### src/rtl/updown_mod_counter.sv
// Parametrised up/down modulo counter with enable, clear, clamped load, wrap or
// saturate boundary handling, combinational terminal count and wrap/overflow flags.
module updown_mod_counter #(
  parameter int WIDTH    = 8,
  parameter int MODULUS  = 256,
  parameter bit SATURATE = 1'b0
) (
  input  logic             clk,
  input  logic             rst_n,
  input  logic             clr,
  input  logic             load,
  input  logic [WIDTH-1:0] load_val,
  input  logic             en,
  input  logic             up_dn,
  input  logic             ovf_clr,
  output logic [WIDTH-1:0] q,
  output logic             tc,
  output logic             wrap,
  output logic             ovf
);

  generate
    if (MODULUS < 2 || longint'(MODULUS) > (longint'(1) << WIDTH)) begin : g_bad_modulus
      $error("updown_mod_counter: MODULUS must lie in 2..2**WIDTH");
    end
  endgenerate

  localparam logic [WIDTH-1:0] MAX = WIDTH'(MODULUS - 1);

  logic             at_top;
  logic             at_bot;
  logic             boundary;
  logic [WIDTH-1:0] q_next;
  logic             wrap_next;
  logic             ovf_next;

  assign at_top = (q == MAX);
  assign at_bot = (q == '0);
  assign tc     = up_dn ? at_top : at_bot;

  // A boundary event only happens on an edge where counting actually wins priority.
  assign boundary = en && !clr && !load && tc;

  always_comb begin
    q_next    = q;
    wrap_next = 1'b0;
    if (clr) begin
      q_next = '0;
    end else if (load) begin
      q_next = (load_val <= MAX) ? load_val : MAX;
    end else if (en) begin
      if (up_dn) begin
        if (!at_top)       q_next = q + 1'b1;
        else if (!SATURATE) q_next = '0;
      end else begin
        if (!at_bot)       q_next = q - 1'b1;
        else if (!SATURATE) q_next = MAX;
      end
      wrap_next = boundary;
    end
  end

  // Setting the sticky flag takes precedence over clearing it on the same edge.
  always_comb begin
    ovf_next = ovf;
    if (boundary)     ovf_next = 1'b1;
    else if (ovf_clr) ovf_next = 1'b0;
  end

  always_ff @(posedge clk or negedge rst_n) begin
    if (!rst_n) begin
      q    <= '0;
      wrap <= 1'b0;
      ovf  <= 1'b0;
    end else begin
      q    <= q_next;
      wrap <= wrap_next;
      ovf  <= ovf_next;
    end
  end

endmodule

### config.mk
export PLATFORM = sky130hd
export DESIGN_NAME = updown_mod_counter
export DESIGN_NICKNAME = d
export VERILOG_FILES = /design/src/rtl/updown_mod_counter.sv
export SDC_FILE = /design/constraint.sdc
export NUM_CORES = 1
export LEC_CHECK = 0
export CORE_MARGIN = 1.5
export CORE_UTILIZATION = 30
export DETAILED_ROUTE_END_ITERATION = 7
export HOLD_SLACK_MARGIN = 0.12
export PLACE_DENSITY = 0.6
export SETUP_SLACK_MARGIN = 0.3
export SYNTH_ARGS = -nofsm -noshare
export SYNTH_HDL_FRONTEND = slang
export SYNTH_SLANG_ARGS = --single-unit
### constraint.sdc
create_clock -name clk -period 5.4 [get_ports clk]
set_input_delay 0.54 -clock clk [delete_from_list [all_inputs] [get_ports clk]]
set_output_delay 0.54 -clock clk [all_outputs]
set_load 0.005 [all_outputs]
==> results of run 1 <==
power breakdown:
group / internal [W] / total, W / switching, W
Clock: 0.0000258 / 0.0000512 / 0.0000254
Combinational: 0.0000441 / 0.0000796 / 0.0000355
Sequential: 0.0000800 / 0.0000931 / 0.0000132
through the flow:
| step | total power (W) | instance area, sq um | hold WS (ns) | setup WS, ns |
|---|---|---|---|---|
| floorplan | 0.000144 | 895 | 0.244 | 3.27 |
| global placement | 0.000172 | 1130 | 0.520 | 2.47 |
| detailed placement | 0.000174 | 1130 | 0.543 | 2.42 |
| CTS | 0.000228 | 1150 | 0.552 | 2.42 |
| global route | 0.000240 | 1150 | 0.564 | 2.31 |
| finish | 0.000224 | 1150 | 0.544 | 2.42 |
cell type report:
class,count,share of cell area (%)
multi-input combinational,88,49.3
sequential,10,21.7
timing repair buffer,25,21.7
tap,31,3.37
clock buffer,3,1.95
inverter,6,1.95
worst register-to-register path, cell delays in order, from the launching register on:
cell and delay (ns):
dfrtp_1 0.49, or4_4 0.62, o31a_1 0.34, a221o_1 0.35, o21ai_2 0.05
state kept, by name (all words and copies together), names as in the netlist:
register  count
q             8
ovf           1
wrap          1
layout by cell type, fill, tap and decap left out, types with 2 or more instances in the layout:
master | synthesis | layout
o22ai_1 | 3 | 3
a21oi_1 | 6 | 6
nor3b_1 | 6 | 6
o21ai_0 | 2 | 2
clkdlybuf4s50_1 | 0 | 25
a31o_1 | 2 | 2
nor2_1 | 13 | 13
dfrtp_1 | 10 | 10
nand2_1 | 9 | 9
nand4_1 | 3 | 3
inv_1 | 6 | 6
nor3_1 | 9 | 9
xnor2_1 | 5 | 5
nand3_1 | 2 | 2
xor2_1 | 2 | 2
o31a_1 | 2 | 2
clkbuf_4 | 0 | 3
ha_1 | 3 | 3
mux2i_1 | 2 | 2
a211o_1 | 2 | 2
nand2b_1 | 2 | 2
path summary, 6_finish.rpt:
kind | start | end | cells past startpoint
setup / recovery | up_dn | tc | 6
setup reg to reg | q[4]$_DFFE_PN0P_ | q[2]$_DFFE_PN0P_ | 4
hold reg to reg | ovf$_DFFE_PN0P_ | ovf$_DFFE_PN0P_ | 2
max in group asynchronous | rst_n | ovf$_DFFE_PN0P_ | 1
hold / removal | ovf$_DFFE_PN0P_ | ovf$_DFFE_PN0P_ | 2
min in group asynchronous | rst_n | q[4]$_DFFE_PN0P_ | 1
Yosys cell counts (2+ instances only):
cell type / instances / area (sq um)
o22ai_1: 3 / 18.8
dfrtp_1: 10 / 250
nand2b_1: 2 / 12.5
nand2_1: 9 / 33.8
o31a_1: 2 / 17.5
o21ai_0: 2 / 10.0
a211o_1: 2 / 17.5
xnor2_1: 5 / 43.8
nor3_1: 9 / 45.0
a31o_1: 2 / 17.5
nand3_1: 2 / 10.0
nand4_1: 3 / 18.8
clkbuf_1: 7 / 26.3
ha_1: 3 / 37.5
buf_6: 2 / 22.5
nor2_1: 13 / 48.8
xor2_1: 2 / 17.5
nor3b_1: 6 / 45.0
mux2i_1: 2 / 20.0
inv_1: 6 / 22.5
a21oi_1: 6 / 30.0
layer usage:
layer / vias up / GRT usage [%] / share of wire, %
li1: 444 / - / -
met1: 429 / 19.7 / 44
met2: 29 / 26.8 / 49
met3: 2 / 4.54 / 6.5
met4: 0 / 2.99 / 0.41
met5: - / 0 / 0
logic make-up (layout without fill, tap and decap cells):
logic type / count (synthesis) / count (layout) / synth area share (%)
buffers and inverters: 16 / 34 / 8.53
adder cells (fa/ha/maj): 3 / 3 / 4.20
XOR/XNOR: 7 / 7 / 6.85
AO/OA/AOI/OAI: 26 / 26 / 21.3
multiplexers: 2 / 2 / 2.24
flip-flops: 10 / 10 / 28.0
AND/OR/NAND/NOR: 50 / 50 / 29.0
==> reports/summary.json, run 1 <==
{
  "clock_tree": {
    "cts_max_level": 1,
    "cts.sink_count": 10,
    "cts_setup_buffers": 0,
    "cts-buffers-inserted": 3,
    "cts.clk_slew.worst_paths_ns": 0.06,
    "cts.root.buffer_cell": "clkbuf_4",
    "clock_latency_ns": 0.27,
    "post_cts_hold_buffer_count": 0,
    "cts_tree": "built",
    "post_cts_resized": 0,
    "clk_path_buf_depth": 2
  },
  "worst_setup_path": {
    "crit_path_max_fanout": 11,
    "crit_chain": "clkdlybuf4s50_1 > nand2_1 > nor3_1 > nor2_1 > inv_1 > clkdlybuf4s50_1",
    "setup.worst_path.start_class": "input pin",
    "path_class": "in2out",
    "path_delay_family": "buffers and inverters",
    "critical_path_required_ns": 4.86,
    "critPathMostFrequentCell": "clkdlybuf4s50_1",
    "worstPathBufferInverterCount": 3,
    "critPathCaptureType": "output pin",
    "crit_path_dat_ns": 2.44,
    "reg2reg_slack_ns": 3.48,
    "crit_path_top_delay_cell": "clkdlybuf4s50_1",
    "critical-path-max-stage-delay_ns": 0.71
  },
  "timing": {
    "timing_worst_slew_pin_value_ns": 0.634,
    "report.final.hold_viol_count": 0,
    "maxClockFrequency_mhz": 335,
    "rsz0062_at_grt": "no",
    "setup_violations": 0,
    "tns_ns": 0,
    "worst_slew_margin_rel_pct": 57.6,
    "finalClockSkew_ns": 0.00487,
    "period_share_pct": 55.2,
    "final_period_minus_worst_setup_slack_ns": 2.98,
    "maxSlewViolCount": 0
  },
  "final_layout": {
    "multi_input_area_sq_um": 568,
    "regArea_sq_um": 250,
    "drive_gt1_share_pct": 5.30,
    "syn2layout_area_growth_pct": 28.8,
    "num_antenna_cells": 0,
    "finalNetCount": 152,
    "share_of_the_core_filled_with_cells_pct": 41.4,
    "n_fill_cell": 313,
    "fin_cells": 163
  },
  "die": {
    "die_width_um": 57.6,
    "initial_core_util_pct": 32.2,
    "die_outline_area_sq_um": 3320,
    "row_count": 19,
    "design.core.area_sq_um": 2780,
    "die_extent_in_y_um": 57.6,
    "pin_count": 26
  },
  "status": {
    "run_status": "completed"
  },
  "flow_run": {
    "timing.max_cap.violations": 0
  },
  "synthesis": {
    "synth_seq_area_share_pct": 28.0,
    "synth_cells": 114,
    "synth.ff_latch_count": 10,
    "yosys_warnings": 0,
    "synth-main-ff-cell": "dfrtp_1",
    "asyncSetResetFlopFracSynth_pct": 100,
    "synth_cell_type_count": 37,
    "mappedNetlistArea_sq_um": 895,
    "syn_nets": 132,
    "synth_edf_count": 0,
    "syn_avg_cell_area_sq_um": 7.85
  },
  "route": {
    "first_pass_iters": 4,
    "route.vias.total": 904,
    "vias_per_cell": 5.55,
    "route.antenna.remaining_nets": 0,
    "post_drt_wl_per_cell_um": 14.8,
    "initialDrtViolationCount": 25,
    "route.detailed.drc": 0,
    "totalWireLength_um": 2420
  },
  "placed_design": {
    "port_buffers": 25,
    "dp_cells": 160,
    "finalWeightedCongestion": 0.873,
    "post_dp_hpwl_um": 1790
  },
  "grt": {
    "first_global_vias": 909,
    "grt_pass1_wl_um": 4090,
    "global_route.overflow_total": 0,
    "grt_start_max_net_pins": 19,
    "grt.total_usage_pct": 15.7,
    "grt_antenna_before_repair": 0
  },
  "power": {
    "vdd_ir_drop_max_mv": 0.179,
    "p_per_area_nw_per_um2": 194,
    "power.static_leakage_nw": 0.448
  },
  "min_path": {
    "timing.hold.worst.class": "reg2reg"
  }
}
Power figures use the tool's default switching activity.
==> run 2, diff against run 1 <==
Settings changed: PLACE_DENSITY 0.6 to 0.62.
Clock period 5.4 ns to 2.7 ns, I/O delays scaled along.
==> reports/summary.json, run 2 (synthesized netlist as in run 1, its figures left out) <==
{
  "worst_setup_path": {
    "crit_chain": "or4_4 > nor4_4 > nor2_2 > inv_1 > dlymetal6s2s_1",
    "crit_path_max_fanout": 3,
    "setup.worst_path.start_class": "flip-flop",
    "cp-startpoint": "q[3]$_DFFE_PN0P_",
    "path_class": "reg2out",
    "r2r_start": "q[3]$_DFFE_PN0P_",
    "critical-path-max-stage-delay_ns": 0.57,
    "crit_path_dat_ns": 1.78,
    "crit_path_top_delay_cell": "or4_4",
    "critPathCaptureType": "output pin",
    "critical_path_required_ns": 2.43
  },
  "grt": {
    "global_route.overflow_total": 0,
    "grt_pass1_wl_um": 4410,
    "grt_antenna_before_repair": 0,
    "first_global_vias": 933,
    "grt.total_usage_pct": 17.3,
    "grt_start_max_net_pins": 12
  },
  "timing": {
    "worst_slew_margin_rel_pct": 64.7,
    "period_share_pct": 75.9,
    "final_period_minus_worst_setup_slack_ns": 2.05,
    "rsz0062_at_grt": "no",
    "report.final.hold_viol_count": 0,
    "timing_worst_slew_pin_value_ns": 0.528,
    "tns_ns": 0,
    "setup_violations": 0,
    "maxClockFrequency_mhz": 488,
    "finalClockSkew_ns": 0.00613,
    "maxSlewViolCount": 0
  },
  "placed_design": {
    "post_dp_hpwl_um": 2050,
    "port_buffers": 25,
    "postPlaceCellArea_sq_um": 1190,
    "finalWeightedCongestion": 0.919
  },
  "clock_tree": {
    "cts_max_level": 1,
    "post_cts_hold_buffer_count": 0,
    "cts.clk_slew.worst_paths_ns": 0.07,
    "cts-buffers-inserted": 3,
    "cts.sink_count": 10,
    "clk_path_buf_depth": 2,
    "cts.root.buffer_cell": "clkbuf_4",
    "clock_latency_ns": 0.27,
    "cts_tree": "built"
  },
  "die": {
    "die_width_um": 57.6,
    "die_extent_in_y_um": 57.6,
    "design.core.area_sq_um": 2780,
    "die_outline_area_sq_um": 3320,
    "row_count": 19,
    "pin_count": 26,
    "initial_core_util_pct": 32.2
  },
  "final_layout": {
    "syn2layout_area_growth_pct": 41.7,
    "largest_register_ffs": 8,
    "finalNetCount": 164,
    "registers.top_by_ff_count": "q",
    "num_antenna_cells": 0,
    "n_fill_cell": 295,
    "top_regs": "q: 8 flops, ovf: 1 flops, wrap: 1 flops",
    "mostFrequentLayoutCell": "clkdlybuf4s50_1",
    "fin_area_sq_um": 1270,
    "drive_gt1_share_pct": 17.4,
    "mostFrequentLayoutCells": "24 x clkdlybuf4s50_1, 12 x nor2_1, 12 x buf_4"
  },
  "route": {
    "initialDrtViolationCount": 56,
    "vias_per_cell": 5.53,
    "route.detailed.drc": 0,
    "route.vias.total": 968,
    "post_drt_wl_per_cell_um": 15.9,
    "route.antenna.remaining_nets": 0,
    "first_pass_iters": 4,
    "totalWireLength_um": 2780
  },
  "power": {
    "vdd_ir_drop_max_mv": 0.243,
    "p_per_area_nw_per_um2": 379,
    "p_total_w": 0.000480,
    "power.static_leakage_nw": 0.523
  },
  "min_path": {
    "timing.hold.worst.class": "in2async"
  },
  "status": {
    "run_status": "completed"
  },
  "flow_run": {
    "timing.max_cap.violations": 0
  }
}
run 2: changes by cell type in the layout (fill, tap and decap cells not counted), sizes merged:
| cell | change |
|---|---|
| buf | +12 |
| clkdlybuf4s50 | -1 |
| dlymetal6s2s | +1 |
run 2: final timing paths:
check / end / slack, ns / depth (start not counted)
worst max-delay path: tc / 0.65 / 5
worst min-delay path: ovf$_DFFE_PN0P_ / 0.35 / 1
worst max register to register: q[2]$_DFFE_PN0P_ / 0.77 / 5
worst min register to register: ovf$_DFFE_PN0P_ / 0.54 / 2
max in group asynchronous: q[0]$_DFFE_PN0P_ / 1.97 / 1
min in group clk: ovf$_DFFE_PN0P_ / 0.54 / 2
run 2: area by class of cell:
cell class | count | area, sq um | share of cell area (%)
multi-input combinational | 88 | 586 | 46.2
clock buffer | 3 | 22.5 | 1.78
inverter | 6 | 22.5 | 1.78
timing repair buffer | 37 | 343 | 27.0
sequential | 10 | 255 | 20.1
tap | 31 | 38.8 | 3.06
run 2: critical path: cells and delay by family, from the launching register on:
| family | cells | cell delay [ns] |
|---|---|---|
| simple gates | 3 | 0.97 |
| flops | 1 | 0.38 |
| buf+inv | 2 | 0.17 |
run 2: what timing repair did:
item | 4_1_cts | 5_1_grt
endpoints found under the setup margin | 1 | 1
setup buffers | 1 | 3
resized for setup | 3 | 5
pin swaps | 1 | 3
hold endpoints to repair | 0 | 0
run 2: per-layer routing:
metal | vias to the layer above | wire length (um) | global-route usage (%)
met4 | 0 | 0 | 1.99
met2 | 38 | 1330 | 28.9
li1 | 469 | - | -
met5 | - | 0 | 0
met3 | 0 | 198 | 3.63
met1 | 461 | 1250 | 23.6
run 2: power by group:
group / internal (W) / total, W / switching (W) / leakage, nW
combinational: 0.000105 / 0.000195 / 0.0000899 / 0.382
sequential: 0.000161 / 0.000180 / 0.0000188 / 0.127
clock: 0.0000516 / 0.000105 / 0.0000532 / 0.0138
total: 0.000318 / 0.000480 / 0.000162 / 0.523
run 2: through the flow:
stage	instances	hold slack [ns]	worst slack, ns	utilization [%]
floorplan	114	-0.0256	0.788	-
global placement	168	0.535	0.450	42.8
detailed placement	168	0.534	0.394	42.8
CTS	172	0.353	0.323	44.4
global route	175	0.385	0.581	45.6
finish	175	0.345	0.649	45.6
==> run 3, diff against run 2 <==
Settings changed: PLACE_DENSITY 0.62 to 0.6.
Clock period 2.7 ns to 1.95 ns, I/O delays scaled along.
==> reports/summary.json, run 3 (synthesized netlist as in run 1, its figures left out) <==
{
  "power": {
    "share_clk_of_total_power_pct": 23.9,
    "p_per_area_nw_per_um2": 548,
    "power.combinational.fraction_pct": 47.0,
    "power.static_leakage_nw": 0.621,
    "swShare_pct": 32.8,
    "netSwitchingPower_w": 0.000267,
    "cellInternalPower_w": 0.000546,
    "power.sequential.fraction_pct": 29.1,
    "vdd_ir_drop_max_mv": 0.558
  },
  "route": {
    "post_drt_wl_per_cell_um": 15.7,
    "route.vias.total": 1084,
    "route.antenna.remaining_nets": 0,
    "route.detailed.drc": 0,
    "initialDrtViolationCount": 29,
    "vias_per_cell": 5.59,
    "totalWireLength_um": 3060,
    "first_pass_iters": 4
  },
  "grt": {
    "first_global_vias": 1059,
    "global_route.overflow_total": 0,
    "grt_pass1_wl_um": 4820,
    "grt.total_usage_pct": 19.0,
    "grt_antenna_before_repair": 0,
    "grt_start_max_net_pins": 16
  },
  "timing": {
    "worst_slew_margin_rel_pct": 67.1,
    "setup_violations": 0,
    "report.final.hold_viol_count": 0,
    "timing_worst_slew_pin_value_ns": 0.492,
    "period_share_pct": 99.4,
    "rsz0062_at_grt": "yes",
    "final_period_minus_worst_setup_slack_ns": 1.94,
    "finalClockSkew_ns": 0.0190,
    "maxClockFrequency_mhz": 516,
    "maxSlewViolCount": 0,
    "tns_ns": 0
  },
  "final_layout": {
    "num_antenna_cells": 0,
    "top_regs": "q: 8 flops, ovf: 1 flops, wrap: 1 flops",
    "mostFrequentLayoutCells": "25 x buf_4, 24 x clkdlybuf4s50_1, 12 x nor2_1",
    "n_fill_cell": 267,
    "fin_area_sq_um": 1480,
    "syn2layout_area_growth_pct": 65.7,
    "mostFrequentLayoutCell": "buf_4",
    "finalNetCount": 182,
    "drive_gt1_share_pct": 30.7,
    "registers.top_by_ff_count": "q",
    "largest_register_ffs": 8
  },
  "placed_design": {
    "postPlaceCellArea_sq_um": 1300,
    "post_dp_hpwl_um": 2140,
    "port_buffers": 25,
    "finalWeightedCongestion": 0.866
  },
  "die": {
    "die_extent_in_y_um": 57.6,
    "die_outline_area_sq_um": 3320,
    "initial_core_util_pct": 32.2,
    "row_count": 19,
    "die_width_um": 57.6,
    "pin_count": 26,
    "design.core.area_sq_um": 2780
  },
  "worst_setup_path": {
    "worstRegToRegCells": 8,
    "crit_path_max_fanout": 3,
    "crit_path_dat_ns": 2.15,
    "critical_path_required_ns": 2.16,
    "r2r_start": "q[3]$_DFFE_PN0P_",
    "setup.worst_path.start_class": "flip-flop",
    "worst_r2r_endpoint": "q[6]$_DFFE_PN0P_",
    "critPathCaptureType": "flip-flop",
    "reg2reg_slack_ns": 0.01,
    "path_class": "reg2reg"
  },
  "flow_run": {
    "timing.max_cap.violations": 0
  },
  "status": {
    "run_status": "completed"
  },
  "clock_tree": {
    "clock_latency_ns": 0.28,
    "cts.clk_slew.worst_paths_ns": 0.08,
    "cts.root.buffer_cell": "clkbuf_4",
    "cts_max_level": 1,
    "cts_tree": "built",
    "cts.sink_count": 10,
    "clk_path_buf_depth": 2,
    "post_cts_hold_buffer_count": 0,
    "cts-buffers-inserted": 3
  },
  "min_path": {
    "timing.hold.worst.class": "in2async"
  }
}
==> run 3: final cells by class <==
cell class | count | area [sq um] | area share, %
multi-input cells | 88 | 646 | 43.5
repair buffers | 55 | 489 | 33.0
well taps | 31 | 38.8 | 2.62
inverters | 6 | 22.5 | 1.52
flip-flops and latches | 10 | 250 | 16.9
clock buffers | 4 | 36.3 | 2.45
==> run 3: power by group through the flow <==
stage                     Clock (W)  Combinational [W]  Sequential (W)
after floorplan                   0           0.000157        0.000243
after CTS                  0.000194           0.000340        0.000236
after detailed placement          0           0.000295        0.000240
after global placement            0           0.000290        0.000240
final                      0.000194           0.000382        0.000237
after global routing       0.000211           0.000410        0.000238
==> run 3: routing by layer <==
metal	share of wire (%)	global-route usage, %	vias to the layer above
met3	5.3	5.22	9
met1	41	23.5	528
met5	0	0	-
met4	1.9	6.98	0
li1	-	-	505
met2	52	31.5	42
==> run 3: what timing repair did <==
item / in CTS / in global routing
gates resized for setup: 15 / 9
endpoints found under the setup margin: 6 / 7
buffers inserted: 5 / 2
pin swaps: 12 / 9
==> run 3: worst max-delay path, cell delays in order, from the launching register on <==
cell	delay (ns)
dfrtp_1	0.37
or4_4	0.57
buf_6	0.14
buf_6	0.11
buf_6	0.12
buf_4	0.15
a211oi_4	0.22
nor3_2	0.07
o22ai_1	0.13
==> run 3: worst max-delay path by stage <==
| stage | startpoint | end | slack, ns | depth (start not counted) |
|---|---|---|---|---|
| 5_1_grt | q[3]$_DFFE_PN0P_ | q[6]$_DFFE_PN0P_ | -0.03 | 8 |
| 6_report | q[3]$_DFFE_PN0P_ | q[6]$_DFFE_PN0P_ | 0.01 | 8 |
| 3_3_place_gp | q[4]$_DFFE_PN0P_ | tc | -0.08 | 5 |
| 3_5_place_dp | q[4]$_DFFE_PN0P_ | tc | -0.09 | 5 |
| 2_1_floorplan | q[4]$_DFFE_PN0P_ | q[2]$_DFFE_PN0P_ | 0.10 | 6 |
| 4_1_cts | q[3]$_DFFE_PN0P_ | q[2]$_DFFE_PN0P_ | -0.002 | 6 |
==> run 3: through the flow <==
stage	instances	utilization [%]	power [W]	hold slack [ns]	setup WS, ns
3_3_place_gp	183	46.8	0.000530	0.516	-0.0780
6_report	194	53.3	0.000812	0.236	0.0121
5_1_grt	194	53.3	0.000860	0.266	-0.0335
4_1_cts	192	51.3	0.000770	0.263	-0.00172
3_5_place_dp	183	46.8	0.000535	0.530	-0.0947
2_1_floorplan	114	-	0.000400	-0.101	0.101
